===== src/rtl/pipe_run_ctrl_if.sv =====
// pipe_run_ctrl_if: bus bundle between the run sequencer and its environment.
//   cmd_*      : image load stream (valid/ready), plus dump window descriptor
//                dump_base/dump_len sampled with the final load word.
//   mem_*      : controller-side port into the core's unified memory;
//                mem_rdata returns one cycle after mem_re.
//   out_*      : dump stream back to the sink (valid/ready, last marker).
// Modports: slave = the sequencer, master = the environment driving it.
interface pipe_run_ctrl_if #(
  parameter int AW = 10
);
  logic          cmd_valid;
  logic          cmd_ready;
  logic [AW-1:0] cmd_addr;
  logic [31:0]   cmd_data;
  logic          cmd_last;
  logic [AW-1:0] dump_base;
  logic [7:0]    dump_len;

  logic          mem_we;
  logic          mem_re;
  logic [AW-1:0] mem_addr;
  logic [31:0]   mem_wdata;
  logic [31:0]   mem_rdata;

  logic          out_valid;
  logic          out_ready;
  logic [31:0]   out_data;
  logic          out_last;

  modport slave (
    input  cmd_valid, cmd_addr, cmd_data, cmd_last, dump_base, dump_len,
    input  mem_rdata, out_ready,
    output cmd_ready, mem_we, mem_re, mem_addr, mem_wdata,
    output out_valid, out_data, out_last
  );

  modport master (
    output cmd_valid, cmd_addr, cmd_data, cmd_last, dump_base, dump_len,
    output mem_rdata, out_ready,
    input  cmd_ready, mem_we, mem_re, mem_addr, mem_wdata,
    input  out_valid, out_data, out_last
  );
endinterface


===== src/rtl/pipe_run_ctrl.sv =====
// pipe_run_ctrl: run sequencer for the pipelined MIPS32 core.
// Loads a program/data image into the core memory, releases the core, counts
// run cycles until HALTED (or TIMEOUT), lets the pipeline drain, then streams
// a window of memory back out.
// Ports:
//   clk, rst_n    : clock, asynchronous active-low reset
//   bus (slave)   : load stream, memory port, dump stream (see pipe_run_ctrl_if)
//   core_hold     : core frozen, controller owns memory
//   core_clr      : one-cycle pulse clearing PC/HALTED/TAKEN_BRANCH
//   core_halted   : core HALTED flag
//   busy          : sequencer active (not IDLE/DONE)
//   done, timeout : sticky completion / abort flags
//   cycle_count   : saturating count of run cycles
module pipe_run_ctrl #(
  parameter int AW      = 10,
  parameter int TIMEOUT = 50000,
  parameter int DRAIN   = 4
) (
  input  logic        clk,
  input  logic        rst_n,
  pipe_run_ctrl_if.slave bus,
  output logic        core_hold,
  output logic        core_clr,
  input  logic        core_halted,
  output logic        busy,
  output logic        done,
  output logic        timeout,
  output logic [31:0] cycle_count
);

  typedef enum logic [3:0] {
    S_IDLE, S_LOAD, S_CLEAR, S_RUN, S_DRAIN,
    S_DUMP_RD, S_DUMP_WAIT, S_DUMP_OUT, S_DONE
  } state_t;

  localparam logic [31:0] TIMEOUT_W  = 32'(TIMEOUT);
  localparam logic [15:0] DRAIN_LAST = 16'((DRAIN > 0) ? DRAIN - 1 : 0);

  function automatic logic [31:0] sat_inc(input logic [31:0] v);
    return (v == 32'hFFFF_FFFF) ? v : v + 32'd1;
  endfunction

  state_t        r_state;
  state_t        w_nxt;
  logic          r_cmd_ready;
  logic          r_core_hold;
  logic          r_core_clr;
  logic          r_out_valid;
  logic          r_out_last;
  logic [31:0]   r_out_data;
  logic          r_busy;
  logic          r_done;
  logic          r_timeout;
  logic [31:0]   r_cycles;
  logic [7:0]    r_idx;
  logic [15:0]   r_dcnt;
  logic [AW-1:0] r_base;
  logic [7:0]    r_len;

  logic          w_hs;
  logic          w_hs_last;
  logic [31:0]   w_cyc_inc;
  logic          w_to;
  logic          w_drain_end;
  logic          w_out_hs;
  logic          w_last_word;
  logic          w_re;

  assign w_hs        = bus.cmd_valid & r_cmd_ready;
  assign w_hs_last   = w_hs & bus.cmd_last;
  assign w_cyc_inc   = sat_inc(r_cycles);
  // A halt seen in the same cycle as the limit wins, so timeout is masked by it.
  assign w_to        = (r_state == S_RUN) & ~core_halted & (w_cyc_inc >= TIMEOUT_W);
  assign w_drain_end = (r_state == S_DRAIN) & (r_dcnt >= DRAIN_LAST);
  assign w_out_hs    = (r_state == S_DUMP_OUT) & r_out_valid & bus.out_ready;
  assign w_last_word = (r_idx + 8'd1) == r_len;
  assign w_re        = (r_state == S_DUMP_RD);

  // Load writes pass straight through from the handshake; dump reads use the
  // latched window base plus the running word index (wraps mod 2^AW).
  assign bus.mem_we    = w_hs;
  assign bus.mem_re    = w_re;
  assign bus.mem_addr  = w_hs ? bus.cmd_addr : (w_re ? r_base + AW'(r_idx) : '0);
  assign bus.mem_wdata = w_hs ? bus.cmd_data : 32'd0;

  assign bus.cmd_ready = r_cmd_ready;
  assign bus.out_valid = r_out_valid;
  assign bus.out_data  = r_out_data;
  assign bus.out_last  = r_out_last;
  assign core_hold     = r_core_hold;
  assign core_clr      = r_core_clr;
  assign busy          = r_busy;
  assign done          = r_done;
  assign timeout       = r_timeout;
  assign cycle_count   = r_cycles;

  always_comb begin
    w_nxt = r_state;
    case (r_state)
      S_IDLE, S_DONE: if (w_hs) w_nxt = bus.cmd_last ? S_CLEAR : S_LOAD;
      S_LOAD:         if (w_hs_last) w_nxt = S_CLEAR;
      S_CLEAR:        w_nxt = S_RUN;
      S_RUN:          if (core_halted || w_to) w_nxt = S_DRAIN;
      S_DRAIN:        if (w_drain_end) w_nxt = (r_len == 8'd0) ? S_DONE : S_DUMP_RD;
      S_DUMP_RD:      w_nxt = S_DUMP_WAIT;
      S_DUMP_WAIT:    w_nxt = S_DUMP_OUT;
      S_DUMP_OUT:     if (w_out_hs) w_nxt = w_last_word ? S_DONE : S_DUMP_RD;
      default:        w_nxt = S_IDLE;
    endcase
  end

  // Sequencer state and registered outputs
  always_ff @(posedge clk or negedge rst_n) begin
    if (!rst_n) begin
      r_state     <= S_IDLE;
      r_cmd_ready <= 1'b0;
      r_core_hold <= 1'b1;
      r_core_clr  <= 1'b0;
      r_out_valid <= 1'b0;
      r_out_last  <= 1'b0;
      r_out_data  <= 32'd0;
      r_busy      <= 1'b0;
      r_done      <= 1'b0;
      r_timeout   <= 1'b0;
      r_cycles    <= 32'd0;
      r_idx       <= 8'd0;
      r_dcnt      <= 16'd0;
    end else begin
      r_state     <= w_nxt;
      r_cmd_ready <= (w_nxt == S_IDLE) || (w_nxt == S_LOAD) || (w_nxt == S_DONE);
      r_busy      <= !((w_nxt == S_IDLE) || (w_nxt == S_DONE));
      r_core_clr  <= (w_nxt == S_CLEAR);

      // Core runs through RUN; after a real halt it keeps running for the
      // drain window so MEM/WB retire, but a timeout freezes it at once.
      if (w_nxt == S_RUN)
        r_core_hold <= 1'b0;
      else if (w_nxt == S_DRAIN && r_state == S_RUN)
        r_core_hold <= w_to;
      else if (w_nxt != S_DRAIN)
        r_core_hold <= 1'b1;

      case (r_state)
        S_IDLE, S_DONE: begin
          if (w_hs) begin
            r_done    <= 1'b0;
            r_timeout <= 1'b0;
            r_cycles  <= 32'd0;
          end
        end
        S_CLEAR: r_idx <= 8'd0;
        S_RUN: begin
          r_cycles <= w_cyc_inc;
          r_dcnt   <= 16'd0;
          if (w_to) r_timeout <= 1'b1;
        end
        S_DRAIN: begin
          r_dcnt <= r_dcnt + 16'd1;
          if (w_drain_end && r_len == 8'd0) r_done <= 1'b1;
        end
        S_DUMP_WAIT: begin
          r_out_data  <= bus.mem_rdata;
          r_out_valid <= 1'b1;
          r_out_last  <= w_last_word;
        end
        S_DUMP_OUT: begin
          if (w_out_hs) begin
            r_out_valid <= 1'b0;
            r_idx       <= r_idx + 8'd1;
            if (w_last_word) r_done <= 1'b1;
          end
        end
        default: ;
      endcase
    end
  end

  // Dump window descriptor, captured with the final load word
  always_ff @(posedge clk) begin
    if (w_hs_last) begin
      r_base <= bus.dump_base;
      r_len  <= bus.dump_len;
    end
  end

endmodule


===== src/flat_wrapper.sv =====
// flat-port wrapper written by rule: the top's interface ports become plain ports
module pipe_run_ctrl_flat 
#(
  parameter int AW      = 10,
  parameter int TIMEOUT = 50000,
  parameter int DRAIN   = 4
)
  (clk, rst_n, core_hold, core_clr, core_halted, busy, done, timeout, cycle_count, bus_cmd_valid, bus_cmd_addr, bus_cmd_data, bus_cmd_last, bus_dump_base, bus_dump_len, bus_mem_rdata, bus_out_ready, bus_cmd_ready, bus_mem_we, bus_mem_re, bus_mem_addr, bus_mem_wdata, bus_out_valid, bus_out_data, bus_out_last);
  pipe_run_ctrl_if #(.AW(AW)) bus_i ();
  input  logic clk;
  input  logic rst_n;
  output logic core_hold;
  output logic core_clr;
  input  logic core_halted;
  output logic busy;
  output logic done;
  output logic timeout;
  output logic [31:0] cycle_count;
  input wire logic [$bits(bus_i.cmd_valid)-1:0] bus_cmd_valid;
  input wire logic [$bits(bus_i.cmd_addr)-1:0] bus_cmd_addr;
  input wire logic [$bits(bus_i.cmd_data)-1:0] bus_cmd_data;
  input wire logic [$bits(bus_i.cmd_last)-1:0] bus_cmd_last;
  input wire logic [$bits(bus_i.dump_base)-1:0] bus_dump_base;
  input wire logic [$bits(bus_i.dump_len)-1:0] bus_dump_len;
  input wire logic [$bits(bus_i.mem_rdata)-1:0] bus_mem_rdata;
  input wire logic [$bits(bus_i.out_ready)-1:0] bus_out_ready;
  output wire logic [$bits(bus_i.cmd_ready)-1:0] bus_cmd_ready;
  output wire logic [$bits(bus_i.mem_we)-1:0] bus_mem_we;
  output wire logic [$bits(bus_i.mem_re)-1:0] bus_mem_re;
  output wire logic [$bits(bus_i.mem_addr)-1:0] bus_mem_addr;
  output wire logic [$bits(bus_i.mem_wdata)-1:0] bus_mem_wdata;
  output wire logic [$bits(bus_i.out_valid)-1:0] bus_out_valid;
  output wire logic [$bits(bus_i.out_data)-1:0] bus_out_data;
  output wire logic [$bits(bus_i.out_last)-1:0] bus_out_last;
  assign bus_i.cmd_valid = bus_cmd_valid;
  assign bus_i.cmd_addr = bus_cmd_addr;
  assign bus_i.cmd_data = bus_cmd_data;
  assign bus_i.cmd_last = bus_cmd_last;
  assign bus_i.dump_base = bus_dump_base;
  assign bus_i.dump_len = bus_dump_len;
  assign bus_i.mem_rdata = bus_mem_rdata;
  assign bus_i.out_ready = bus_out_ready;
  assign bus_cmd_ready = bus_i.cmd_ready;
  assign bus_mem_we = bus_i.mem_we;
  assign bus_mem_re = bus_i.mem_re;
  assign bus_mem_addr = bus_i.mem_addr;
  assign bus_mem_wdata = bus_i.mem_wdata;
  assign bus_out_valid = bus_i.out_valid;
  assign bus_out_data = bus_i.out_data;
  assign bus_out_last = bus_i.out_last;
  pipe_run_ctrl #(.AW(AW), .TIMEOUT(TIMEOUT), .DRAIN(DRAIN)) u_core (.clk(clk), .rst_n(rst_n), .bus(bus_i), .core_hold(core_hold), .core_clr(core_clr), .core_halted(core_halted), .busy(busy), .done(done), .timeout(timeout), .cycle_count(cycle_count));
endmodule

===== config.mk =====
export PLATFORM = sky130hd
export DESIGN_NAME = pipe_run_ctrl_flat
export DESIGN_NICKNAME = d
export VERILOG_FILES = /design/src/rtl/pipe_run_ctrl_if.sv /design/src/rtl/pipe_run_ctrl.sv /design/src/flat_wrapper.sv
export SDC_FILE = /design/constraint.sdc
export NUM_CORES = 1
export LEC_CHECK = 0
export CAP_MARGIN = 20
export CORE_ASPECT_RATIO = 0.8
export CORE_MARGIN = 2
export CORE_UTILIZATION = 50
export DETAILED_ROUTE_END_ITERATION = 16
export PLACE_DENSITY = 0.85
export SLEW_MARGIN = 20
export SYNTH_ARGS = -nofsm -noshare
export SYNTH_HDL_FRONTEND = slang
export SYNTH_SLANG_ARGS = --single-unit

===== constraint.sdc =====
create_clock -name clk -period 5.3 [get_ports clk]
set_input_delay 1.06 -clock clk [delete_from_list [all_inputs] [get_ports clk]]
set_output_delay 1.06 -clock clk [all_outputs]
set_load 0.01 [all_outputs]

==> results.md, run 1 <==
| Item | This run |
|:---|:---|
| Final cycle utilization of the critical path | 84.8% |
| Horizontal die dimension | 136 um |
| Leakage | 3.91 nW |
| Post-detailed-route DRC marker count | 0 |
| Gate Count Post-Synth | 736 |
| Clock buffer depth | 2 |
| Type of the setup path with the least slack | reg -> out |
| Worst clock skew | 12.5 ps |
| Mean cell area of the mapped netlist | 9.40 um^2 |
| Clock-pin transition on the worst setup and hold timing paths | 60 ps |
| Most common cell after layout, fill and taps aside | clkdlybuf4s50_1 |
| Setup repair after global routing missed its margin | no |
| Arrival time of data at the critical path endpoint | 3430 ps |
| Antenna Diode Count | 0 |
| Post-synthesis to final-layout area growth | 39.8% |
| Per-cell routed wire length | 18.1 um |
| Slew at the pin with the worst max-slew slack | 1120 ps |
| Via count of the routed design | 6863 |
| Number of vias per cell after detailed routing | 6.10 |
| Port-buffer cells | 213 |
| Number of hold violations in the final report | 0 |
| Most used cells in the layout excluding fill and tap cells | clkdlybuf4s50_1 (212), dfrtp_1 (99), o21ai_0 (75) |
| Share of cells above drive strength 1 | 9.63% |
| Non-filler cells, final | 1125 |
| Endpoint type of the worst setup path | primary output |
| Critical path fanouts, max | 7 |
| CTS H-tree depth | 4 |
| Number of distinct library cell variants in the gate-level netlist after synthesis | 72 |
| # hold bufs at CTS | 0 |
| Final-layout setup total negative slack | 0 ps |
| Die height | 109 um |
| Cts bufs inserted | 17 |
| Post-detail-place hpwl | 14800 um |
| DR pass1 iterations | 5 |
| Initial Utilization | 51.1% |
| Hold path cells | 1 |
| Reg-to-reg critical path startpoint | u_core.cycle_count[0]$_DFFE_PN0P_ |
| RR Endpoint | u_core.timeout$_DFFE_PN0P_ |
| CTS tree | done |
| R2R setup slack | 2030 ps |
| Floorplan Core Area | 13600 um^2 |
| Startpoint kind of the worst setup timing path | flip-flop |
| Achievable Freq | 0.223 GHz |
| GP Congestion | 0.946 |
| Final setup viols | 0 |
| Worst endpoint required time | 4240 ps |
| Synthesized netlist net count | 846 |
| Async S/R FF share, synth | 84.7% |
| Post-synthesis register bit count | 118 |
| Iteration-0 DRC Markers | 951 |
| Total wirelength of the detailed-routed design | 20400 um |
| Post-synth EDFFs | 18 |
| Number of sinks driven by the clock tree | 118 |
| Number of buffers inserted to repair setup after CTS | 0 |
| Number of placed I/O pins | 214 |
| Antenna viol nets, final | 0 |
| Post-placement cell count | 1093 |
| Pin count of the biggest net entering global routing | 64 |
| Grt total ovfl | 0 |
| Hold_sp | u_core.r_dcnt[15]$_DFFE_PN0P_ |
| Overall routing resource usage | 28.5% |
| Pins over their slew limit | 0 |
| Post-Syn Area | 6920 um^2 |
| Max IR drop VDD | 341 uV |
| R2r worst-path depth | 8 |
| Number of global-route vias before repair | 6648 |
| Fillcell total | 1028 |
| Post-route minimum period | 4490 ps |
| Row cnt | 38 |
| Clock insertion delay at the later pin of the skew report | 410 ps |
| Maximum capacitance violations | 0 |
| Die Area | 14800 um^2 |
| Post-cts resize count | 0 |
| Number of antenna violations at the first check in global routing | 0 |
| Run status | finished clean |
| Synth warn | 0 |
| Max transition margin | 25.0% |
| Number of nets in the layout | 1042 |
| Worst-case hold path end point | u_core.r_dcnt[15]$_DFFE_PN0P_ |
| Class of the most critical hold timing path | reg -> reg |
| Cell area power density | 464 nW/um^2 |
| CTS Root Cell | clkbuf_16 |
| Sequential cell area fraction in the yosys report | 44.0% |
| First-pass GRT wire length | 33300 um |
| Primary flip-flop cell chosen by synthesis mapping | dfrtp_1 |
## stage by stage
| stage | instance area, um^2 | worst slack (ps) | hold slack, ps | util, % | total power, mW |
|---|---|---|---|---|---|
| final | 9680 | 807 | 493 | 71.4 | 4.49 |
| after global placement | 9120 | 1130 | 477 | 67.3 | 3.35 |
| after global routing | 9680 | 514 | 525 | 71.4 | 4.76 |
| after CTS | 9680 | 812 | 493 | 71.4 | 4.50 |
| after floorplan | 6920 | 1970 | 457 | - | 2.50 |
| after detailed placement | 9120 | 1030 | 490 | 67.3 | 3.40 |
## critical path, cell delays in order, from the launching register on
cell and delay [ps]:
dfrtp_1 480, ha_1 310, a21o_1 150, a21oi_1 210, o21bai_1 110, a2111oi_0 710, nor2_1 150, xor2_1 210
a22o_1 160, clkdlybuf4s50_1 530
## routing by layer
| layer | vias up | share of wire [%] | global-route usage (%) |
|---|---|---|---|
| met5 | - | 0 | 0 |
| met4 | 0 | 1.7 | 9.45 |
| met3 | 33 | 12 | 9.02 |
| met2 | 435 | 44 | 44.1 |
| met1 | 3227 | 42 | 38.3 |
| li1 | 3168 | - | - |
## registers in the layout, indices dropped and copies added, names as in the netlist, 4 cells and up
name / flops
u_core.bus.out_data: 32
u_core.cycle_count: 32
u_core.r_base: 10
u_core.r_dcnt: 16
u_core.r_idx: 8
u_core.r_len: 8
u_core.r_state: 4
## synth_stat cells, drive strengths merged, types with 2 or more instances
cell type  count  area, um^2
a211oi         3        27.5
a21boi         2        15.0
a21o           3        22.5
a21oi         36         180
a22o           6        52.6
a31o           3        26.3
a31oi         16         100
a32oi          3        26.3
and2           5        31.3
and3          48         304
and4          11        96.3
buf           16        95.1
clkbuf        27         115
dfrtp         99        2480
edfxtp        18         541
ha            11         138
inv           13        48.8
mux2          32         360
mux2i          4        40.0
nand2         72         270
nand2b         3        18.8
nand3         39         208
nand3b         2        15.0
nand4         28         190
nor2          51         191
nor3          17        85.1
nor4          15         139
o2111ai        3        26.3
o211ai         2        15.0
o21ai         75         375
o21bai         2        15.0
o221ai         2        23.8
o22ai          2        12.5
o31a           2        18.8
o31ai         14         105
o41ai          4        35.0
or2            2        12.5
or3            3        23.8
xnor2         17         149
xor2           6        52.6
xor3           2        47.6
## power breakdown
part           leakage [nW]  switching [mW]  internal, mW  total, mW
registers              1.43           0.389          1.20       1.58
logic                  2.21           0.837          1.00       1.84
clock network         0.265           0.450         0.623       1.07
## worst max-delay path by stage
stage | start | to | slack (ps) | depth (start not counted)
floorplan | u_core.r_idx[0]$_DFFE_PN0P_ | bus_mem_addr[8] | 1970 | 9
global placement | bus_cmd_valid | bus_mem_addr[6] | 1130 | 8
detailed placement | bus_cmd_valid | bus_mem_addr[5] | 1030 | 8
CTS | u_core.r_idx[1]$_DFFE_PN0P_ | bus_mem_addr[9] | 810 | 9
global route | u_core.r_idx[1]$_DFFE_PN0P_ | bus_mem_addr[9] | 510 | 9
finish | u_core.r_idx[1]$_DFFE_PN0P_ | bus_mem_addr[7] | 810 | 9
## area by class of cell
type / instances / area (um^2) / share of cell area [%]
clock buffers: 18 / 439 / 4.54
flip-flops and latches: 118 / 3040 / 31.5
clock inverters: 14 / 116 / 1.20
multi-input cells: 561 / 3620 / 37.4
well taps: 180 / 225 / 2.33
inverters: 14 / 52.6 / 0.543
repair buffers: 220 / 2180 / 22.5
## logic make-up after synthesis
logic type      count (synthesis)  share of synthesized area, %
flops                         118                          44.0
compound gates                190                          17.2
fa+ha+maj                      12                          2.28
mux                            36                          5.78
simple gates                  297                          23.0
buf+inv                        57                          3.80
xor+xnor                       26                          3.92
(Power assumes the default switching activity.)
==> inputs of run 2 (changes only) <==
Settings changed: CORE_UTILIZATION 50 to 48, PLACE_DENSITY 0.85 to 0.82.
Clock period 5.3 ns to 4.6 ns, I/O delays scaled along.
==> run 2 against run 1 <==
Compared with the run above:
- design area increased by 0.69%
- core utilization decreased by 2.8 points
- setup slack got worse by 420 ps
- clock power increased by 22%
- total power increased by 16%
- global-route usage decreased by 2.0 points
- first-iteration DRC count decreased by 19%
- non-clock buffer count increased by 4
- via count decreased by 1.6%
- routed wire length decreased by 0.38%
==> results.md, run 2 (synthesis results as in run 1) <==
| Item | This run | Delta |
|:---|:---|:---|
| Per-cell routed wire length | 17.9 um | was 18.1 um |
| Number of buffers inserted to repair setup after CTS | 0 | unchanged |
| Die height | 111 um | was 109 um |
| Critical path fanouts, max | 7 | unchanged |
| Type of the setup path with the least slack | reg -> out | unchanged |
| Clock insertion delay at the later pin of the skew report | 420 ps | was 410 ps |
| Final-layout setup total negative slack | 0 ps | unchanged |
| Antenna Diode Count | 0 | unchanged |
| Most used cells in the layout excluding fill and tap cells | clkdlybuf4s50_1 (212), dfrtp_1 (99), o21ai_0 (75) | unchanged |
| Clock-pin transition on the worst setup and hold timing paths | 60 ps | about the same |
| Via count of the routed design | 6753 | was 6863 |
| Fillcell total | 1067 | was 1028 |
| Number of global-route vias before repair | 6226 | was 6648 |
| Die Area | 15400 um^2 | was 14800 um^2 |
| CTS Root Cell | clkbuf_16 | unchanged |
| Row cnt | 39 | was 38 |
| Post-synthesis to final-layout area growth | 40.8% | was 39.8% |
| Post-detail-place hpwl | 14700 um | was 14800 um |
| Clock buffer depth | 2 | unchanged |
| Final cycle utilization of the critical path | 91.6% |  |
| Number of hold violations in the final report | 0 | unchanged |
| First-pass GRT wire length | 33300 um | about the same |
| Final setup viols | 0 | unchanged |
| Run status | finished clean | unchanged |
| Cell area power density | 537 nW/um^2 | was 464 nW/um^2 |
| Number of sinks driven by the clock tree | 118 | unchanged |
| Pins over their slew limit | 0 | unchanged |
| Most common cell after layout, fill and taps aside | clkdlybuf4s50_1 | unchanged |
| Slew at the pin with the worst max-slew slack | 1100 ps | was 1120 ps |
| Grt total ovfl | 0 | unchanged |
| Number of vias per cell after detailed routing | 5.96 | was 6.10 |
| Endpoint type of the worst setup path | primary output | unchanged |
| Floorplan Core Area | 14200 um^2 | was 13600 um^2 |
| Class of the most critical hold timing path | in -> async | was reg -> reg |
| Iteration-0 DRC Markers | 766 | was 951 |
| # hold bufs at CTS | 0 | unchanged |
| CTS tree | done | unchanged |
| Register Area | 3040 um^2 | unchanged |
| Antenna viol nets, final | 0 | unchanged |
| GP Congestion | 0.954 | was 0.946 |
| Number of placed I/O pins | 214 | unchanged |
| Share of cells above drive strength 1 | 10.1% | was 9.63% |
| Overall routing resource usage | 26.5% | was 28.5% |
| Maximum capacitance violations | 0 | unchanged |
| Total wirelength of the detailed-routed design | 20300 um | was 20400 um |
| Multi-input combinational cell area | 3620 um^2 | unchanged |
| Port-buffer cells | 213 | unchanged |
| Post-cts resize count | 0 | unchanged |
| Post-detailed-route DRC marker count | 0 | unchanged |
| DR pass1 iterations | 6 | was 5 |
| Post-route minimum period | 4210 ps |  |
| Max transition margin | 26.5% | was 25.0% |
| Cts bufs inserted | 17 | unchanged |
| Pin count of the biggest net entering global routing | 57 | was 64 |
| Achievable Freq | 0.237 GHz |  |
| Number of antenna violations at the first check in global routing | 0 | unchanged |
| Leakage | 3.95 nW | was 3.91 nW |
| Setup repair after global routing missed its margin | no | unchanged |
| Max IR drop VDD | 365 uV | was 341 uV |
| Horizontal die dimension | 138 um | was 136 um |
| Worst endpoint required time | 3680 ps | was 4240 ps |
| Number of nets in the layout | 1046 | was 1042 |
| Initial Utilization | 48.7% | was 51.1% |
| Worst clock skew | 12.0 ps | was 12.5 ps |
| Arrival time of data at the critical path endpoint | 3290 ps | was 3430 ps |
| Startpoint kind of the worst setup timing path | flip-flop | unchanged |
| CTS H-tree depth | 4 | unchanged |
| Worst hold slack after final layout | 334 ps | was 493 ps |
[run 2: final cells by class]
cell class / count / share of cell area (%)
Multi-Input combinational cell: 561 / 37.1
Tap cell: 184 / 2.36
Clock inverter: 13 / 1.37
Sequential cell: 118 / 31.2
Inverter: 14 / 0.539
Timing Repair Buffer: 224 / 22.7
Clock buffer: 19 / 4.65
[run 2: power by group]
| group | switching (mW) | internal [mW] | total, mW | leakage (nW) |
|---|---|---|---|---|
| clock network | 0.521 | 0.787 | 1.31 | 0.286 |
| registers | 0.445 | 1.38 | 1.82 | 1.43 |
| logic | 0.943 | 1.16 | 2.10 | 2.23 |
[run 2: worst max-delay path: stages (launching register included)]
cell and delay (ps):
dfrtp_1 470, ha_1 310, a21o_1 160, a21oi_1 260, o21bai_1 120, a2111oi_0 550
o31ai_1 180, xor2_1 170, a22o_1 200, clkdlybuf4s50_1 470
[run 2: metrics by stage]
stage	cells	setup slack, ps	area (um^2)	utilization (%)	total power [mW]
detailed placement	1101	799	9160	64.5	3.91
global placement	1101	811	9160	64.5	3.86
finish	1133	385	9740	68.6	5.23
global route	1133	190	9740	68.6	5.53
CTS	1133	388	9740	68.6	5.24
floorplan	736	1410	6920	-	2.88
[run 2: per-layer routing]
layer	vias to the layer above	part of all wire, %	global-route usage [%]
met1	3215	46	39.0
met3	27	8.6	8.00
li1	3174	-	-
met5	-	0	0
met2	337	44	38.6
met4	0	1.3	6.73
[run 2: worst paths after layout]
check	from	to	depth (start not counted)	slack (ps)
max in group asynchronous	rst_n	u_core.r_dcnt[7]$_DFFE_PN0P_	2	3340
worst min-delay path	rst_n	u_core.cycle_count[30]$_DFFE_PN0P_	1	330
worst max register to register	u_core.cycle_count[0]$_DFFE_PN0P_	u_core.r_state[2]$_DFF_PN0_	8	1370
min in group clk	u_core.bus.out_data[18]$_DFFE_PN0P_	u_core.bus.out_data[18]$_DFFE_PN0P_	1	510
worst max-delay path	u_core.r_idx[1]$_DFFE_PN0P_	bus_mem_addr[9]	9	390
worst min register to register	u_core.bus.out_data[18]$_DFFE_PN0P_	u_core.bus.out_data[18]$_DFFE_PN0P_	1	510
==> inputs of run 3 (changes only) <==
Settings changed: ABC_AREA from default to 1.
==> run 3 against run 2 <==
Compared with the run above:
- hold slack gained 140 ps
- first-iteration DRC count fell by 11%
- critical path depth increased by 6
- core utilization rose by 0.19 points
- critical path type unchanged
- largest power group unchanged
- clock skew down 2.5 ps
- total power increased by 4.9%
- sequential share of layout area about the same
==> results.md, run 3 <==
| Item | This run | Delta |
|:---|:---|:---|
| Run status | finished clean | unchanged |
| Final-layout setup total negative slack | 0 ps | unchanged |
| Placement-stage cell area | 9180 um^2 | was 9160 um^2 |
| Primary flip-flop cell chosen by synthesis mapping | dfrtp_1 | unchanged |
| Most used cells in the layout excluding fill and tap cells | nand2_1 (316), clkdlybuf4s50_1 (212), nor2_1 (129) | was clkdlybuf4s50_1 (212), dfrtp_1 (99), o21ai_0 (75) |
| Post-synthesis register bit count | 118 | unchanged |
| Dominant cell type by area after synthesis | dfrtp_1 | unchanged |
| Clock insertion delay at the later pin of the skew report | 410 ps | was 420 ps |
| Antenna Diode Count | 0 | unchanged |
| Largest cells by area after synthesis | dfrtp_1 (36%), nand2_1 (17%), edfxtp_1 (7.9%), nor2_1 (7.0%), inv_1 (6.3%) | was dfrtp_1 (36%), edfxtp_1 (7.8%), o21ai_0 (5.4%), mux2_2 (5.2%), and3_1 (4.1%) |
| Total Power Consumption | 5.48 mW | was 5.23 mW |
| Iteration-0 DRC Markers | 680 | was 766 |
| GP Congestion | 0.966 | was 0.954 |
| Worst slack at placement | 897 ps | was 799 ps |
| Overall routing resource usage | 26.9% | was 26.5% |
| Leakage | 4.49 nW | was 3.95 nW |
| RR Endpoint | u_core.busy$_DFF_PN0_ | was u_core.r_state[2]$_DFF_PN0_ |
| Most common cell after layout, fill and taps aside | nand2_1 | was clkdlybuf4s50_1 |
| Basic-gate share of the synthesized area counting and, or, nand and nor cells | 33.8% | was 23.0% |
| Portion of synthesized cell area occupied by the leading cell type | 36.0% | was 35.8% |
| Max IR drop VDD | 392 uV | was 365 uV |
| Post-cts resize count | 0 | unchanged |
| Gate Count Post-Synth | 954 | was 736 |
| Share of cells above drive strength 1 | 5.84% | was 10.1% |
| CTS H-tree depth | 4 | unchanged |
| Critical path fanouts, max | 6 | was 7 |
| Synthesized netlist net count | 1064 | was 846 |
| Commonest cells post-synth | nand2_1 (316), nor2_1 (129), inv_1 (116) | was dfrtp_1 (99), o21ai_0 (75), nand2_1 (72) |
| Clock-pin transition on the worst setup and hold timing paths | 50 ps | was 60 ps |
| DR pass1 iterations | 5 | was 6 |
| Final setup viols | 0 | unchanged |
| Number of hold violations in the final report | 0 | unchanged |
| Max transition margin | 36.8% | was 26.5% |
| Number of distinct library cell variants in the gate-level netlist after synthesis | 50 | was 72 |
| Clock buffer depth | 2 | unchanged |
| Setup repair after global routing missed its margin | no | unchanged |
| Multiplexer fraction of the synthesized cell area | 0.436% | was 5.78% |
| Setup crit end | bus_mem_addr[9] | unchanged |
| Class of the most critical hold timing path | reg -> reg | was in -> async |
| Row cnt | 39 | unchanged |
| Post-detailed-route DRC marker count | 0 | unchanged |
| Uppermost metal layer occupied by signal nets | met4 | unchanged |
| Horizontal die dimension | 138 um | about the same |
| Number of global-route vias before repair | 6775 | was 6226 |
| Async S/R FF share, synth | 84.7% | unchanged |
| Post-Syn Area | 6880 um^2 | was 6920 um^2 |
| Per-cell routed wire length | 14.8 um | was 17.9 um |
| Number of vias per cell after detailed routing | 5.26 | was 5.96 |
| Total wirelength of the detailed-routed design | 20200 um | was 20300 um |
| Grt total ovfl | 0 | unchanged |
| Worst clock skew | 9.47 ps | was 12.0 ps |
| Compound-Gate Fraction of Synth Area | 9.20% | was 17.2% |
| Final cycle utilization of the critical path | 87.6% | was 91.6% |
| R2r worst-path depth | 15 | was 8 |
| Floorplan Core Area | 14200 um^2 | about the same |
| Initial Utilization | 48.6% | was 48.7% |
| Slew at the pin with the worst max-slew slack | 947 ps | was 1100 ps |
| Achievable Freq | 0.248 GHz | was 0.237 GHz |
| Mean cell area of the mapped netlist | 7.21 um^2 | was 9.40 um^2 |
| Number of antenna violations at the first check in global routing | 0 | unchanged |
| Post-route minimum period | 4030 ps | was 4210 ps |
| Number of sinks driven by the clock tree | 118 | unchanged |
| Dominant combinational cell family by area after synthesis | simple AND/OR/NAND/NOR gates | unchanged |
| Sequential cell area fraction in the yosys report | 44.2% | was 44.0% |
| Number of nets in the layout | 1279 | was 1046 |
| Endpoint type of the worst setup path | primary output | unchanged |
| Type of the setup path with the least slack | reg -> out | unchanged |
| Pins over their slew limit | 0 | unchanged |
| Worst endpoint required time | 3680 ps | about the same |
| Min setup slack post-route | 569 ps | was 385 ps |
| Reg-to-reg critical path startpoint | u_core.cycle_count[0]$_DFFE_PN0P_ | unchanged |
| Metal2 WL | 9330 um | was 8880 um |
| Die Area | 15300 um^2 | was 15400 um^2 |
| Antenna viol nets, final | 0 | unchanged |
| Post-synthesis to final-layout area growth | 41.5% | was 40.8% |
| Synth warn | 0 | unchanged |
| Cts bufs inserted | 17 | unchanged |
| Top-count cell post-synth | nand2_1 | was dfrtp_1 |
| Launching instance or port of the critical path | u_core.r_idx[2]$_DFFE_PN0P_ | was u_core.r_idx[1]$_DFFE_PN0P_ |
| Number of placed I/O pins | 214 | unchanged |
| Post-synth EDFFs | 18 | unchanged |
| Post-detail-place hpwl | 15100 um | was 14700 um |
| Pin count of the biggest net entering global routing | 76 | was 57 |
| First-pass GRT wire length | 32300 um | was 33300 um |
| Fraction of the mapped netlist area in adder cells | 2.29% | was 2.28% |
| Number of buffers inserted to repair setup after CTS | 0 | unchanged |
| Cell area power density | 563 nW/um^2 | was 537 nW/um^2 |
| Met1 Routed Length | 8070 um | was 9390 um |
| Port-buffer cells | 213 | unchanged |
| Synthesized-area fraction occupied by xor and xnor cells | 1.85% | was 3.92% |
| Startpoint kind of the worst setup timing path | flip-flop | unchanged |
| Die height | 111 um | about the same |
| Maximum capacitance violations | 0 | unchanged |
| CTS Root Cell | clkbuf_16 | unchanged |
| Via count of the routed design | 7186 | was 6753 |
| Fillcell total | 1143 | was 1067 |
| Arrival time of data at the critical path endpoint | 3110 ps | was 3290 ps |
| R2R setup slack | 1430 ps | was 1370 ps |
| Design area | 9740 um^2 | about the same |
| Sum of met3 wire segment lengths after detailed routing | 2360 um | was 1740 um |
| # hold bufs at CTS | 0 | unchanged |
| CTS tree | done | unchanged |
[run 3: per-stage QoR]
step	hold slack, ps	cells	utilization (%)
after CTS	483	1365	68.8
after global placement	458	1334	64.9
after floorplan	440	954	-
final	477	1365	68.8
after global routing	505	1365	68.8
after detailed placement	461	1334	64.9
[run 3: critical path, stage by stage, from the launching register on]
cell             delay (ps)
dfrtp_1                 450
ha_1                    370
a21oi_1                 190
nand2_1                  90
nand2_1                  80
nand2_1                  50
a21oi_1                 170
nor2_1                   80
o21ai_0                 150
nand2_1                  80
nand2_1                  80
a21boi_0                100
nand2_1                  70
nand2_1                  40
o21ai_0                 140
clkdlybuf4s50_1         550
[run 3: kinds of logic (layout without fill, tap and decap cells)]
| group | count (synthesis) | count (layout) |
|---|---|---|
| simple gates | 552 | 552 |
| buf+inv | 146 | 373 |
| flops | 118 | 118 |
| compound gates | 110 | 110 |
| xor+xnor | 13 | 13 |
| fa+ha+maj | 12 | 12 |
| mux | 3 | 3 |
[run 3: cell type report]
class | instances | area [um^2] | area share [%]
Clock buffer | 17 | 425 | 4.37
Timing Repair Buffer | 218 | 2170 | 22.3
Inverter | 124 | 465 | 4.78
Multi-Input combinational cell | 690 | 3270 | 33.6
Sequential cell | 118 | 3040 | 31.3
Clock inverter | 14 | 130 | 1.34
Tap cell | 184 | 230 | 2.36
[run 3: worst min-delay path by stage]
stage	from	to	slack, ps	depth (start not counted)
CTS	u_core.bus.out_data[18]$_DFFE_PN0P_	u_core.bus.out_data[18]$_DFFE_PN0P_	480	2
finish	u_core.bus.out_data[11]$_DFFE_PN0P_	u_core.bus.out_data[11]$_DFFE_PN0P_	480	2
floorplan	u_core.r_dcnt[9]$_DFFE_PN0P_	u_core.r_dcnt[9]$_DFFE_PN0P_	440	2
global placement	u_core.r_dcnt[9]$_DFFE_PN0P_	u_core.r_dcnt[9]$_DFFE_PN0P_	460	2
global route	u_core.bus.out_data[2]$_DFFE_PN0P_	u_core.bus.out_data[2]$_DFFE_PN0P_	500	2
detailed placement	u_core.r_dcnt[9]$_DFFE_PN0P_	u_core.r_dcnt[9]$_DFFE_PN0P_	460	2
[run 3: where the power goes]
group / switching [mW] / internal (mW)
Combinational: 1.31 / 1.16
Sequential: 0.368 / 1.41
Clock: 0.488 / 0.741
Total: 2.17 / 3.31
[run 3: routing by layer]
metal / GRT usage [%] / up-vias
li1: - / 3479
met1: 33.6 / 3285
met2: 43.7 / 380
met3: 9.24 / 42
met4: 8.57 / 0
met5: 0 / -
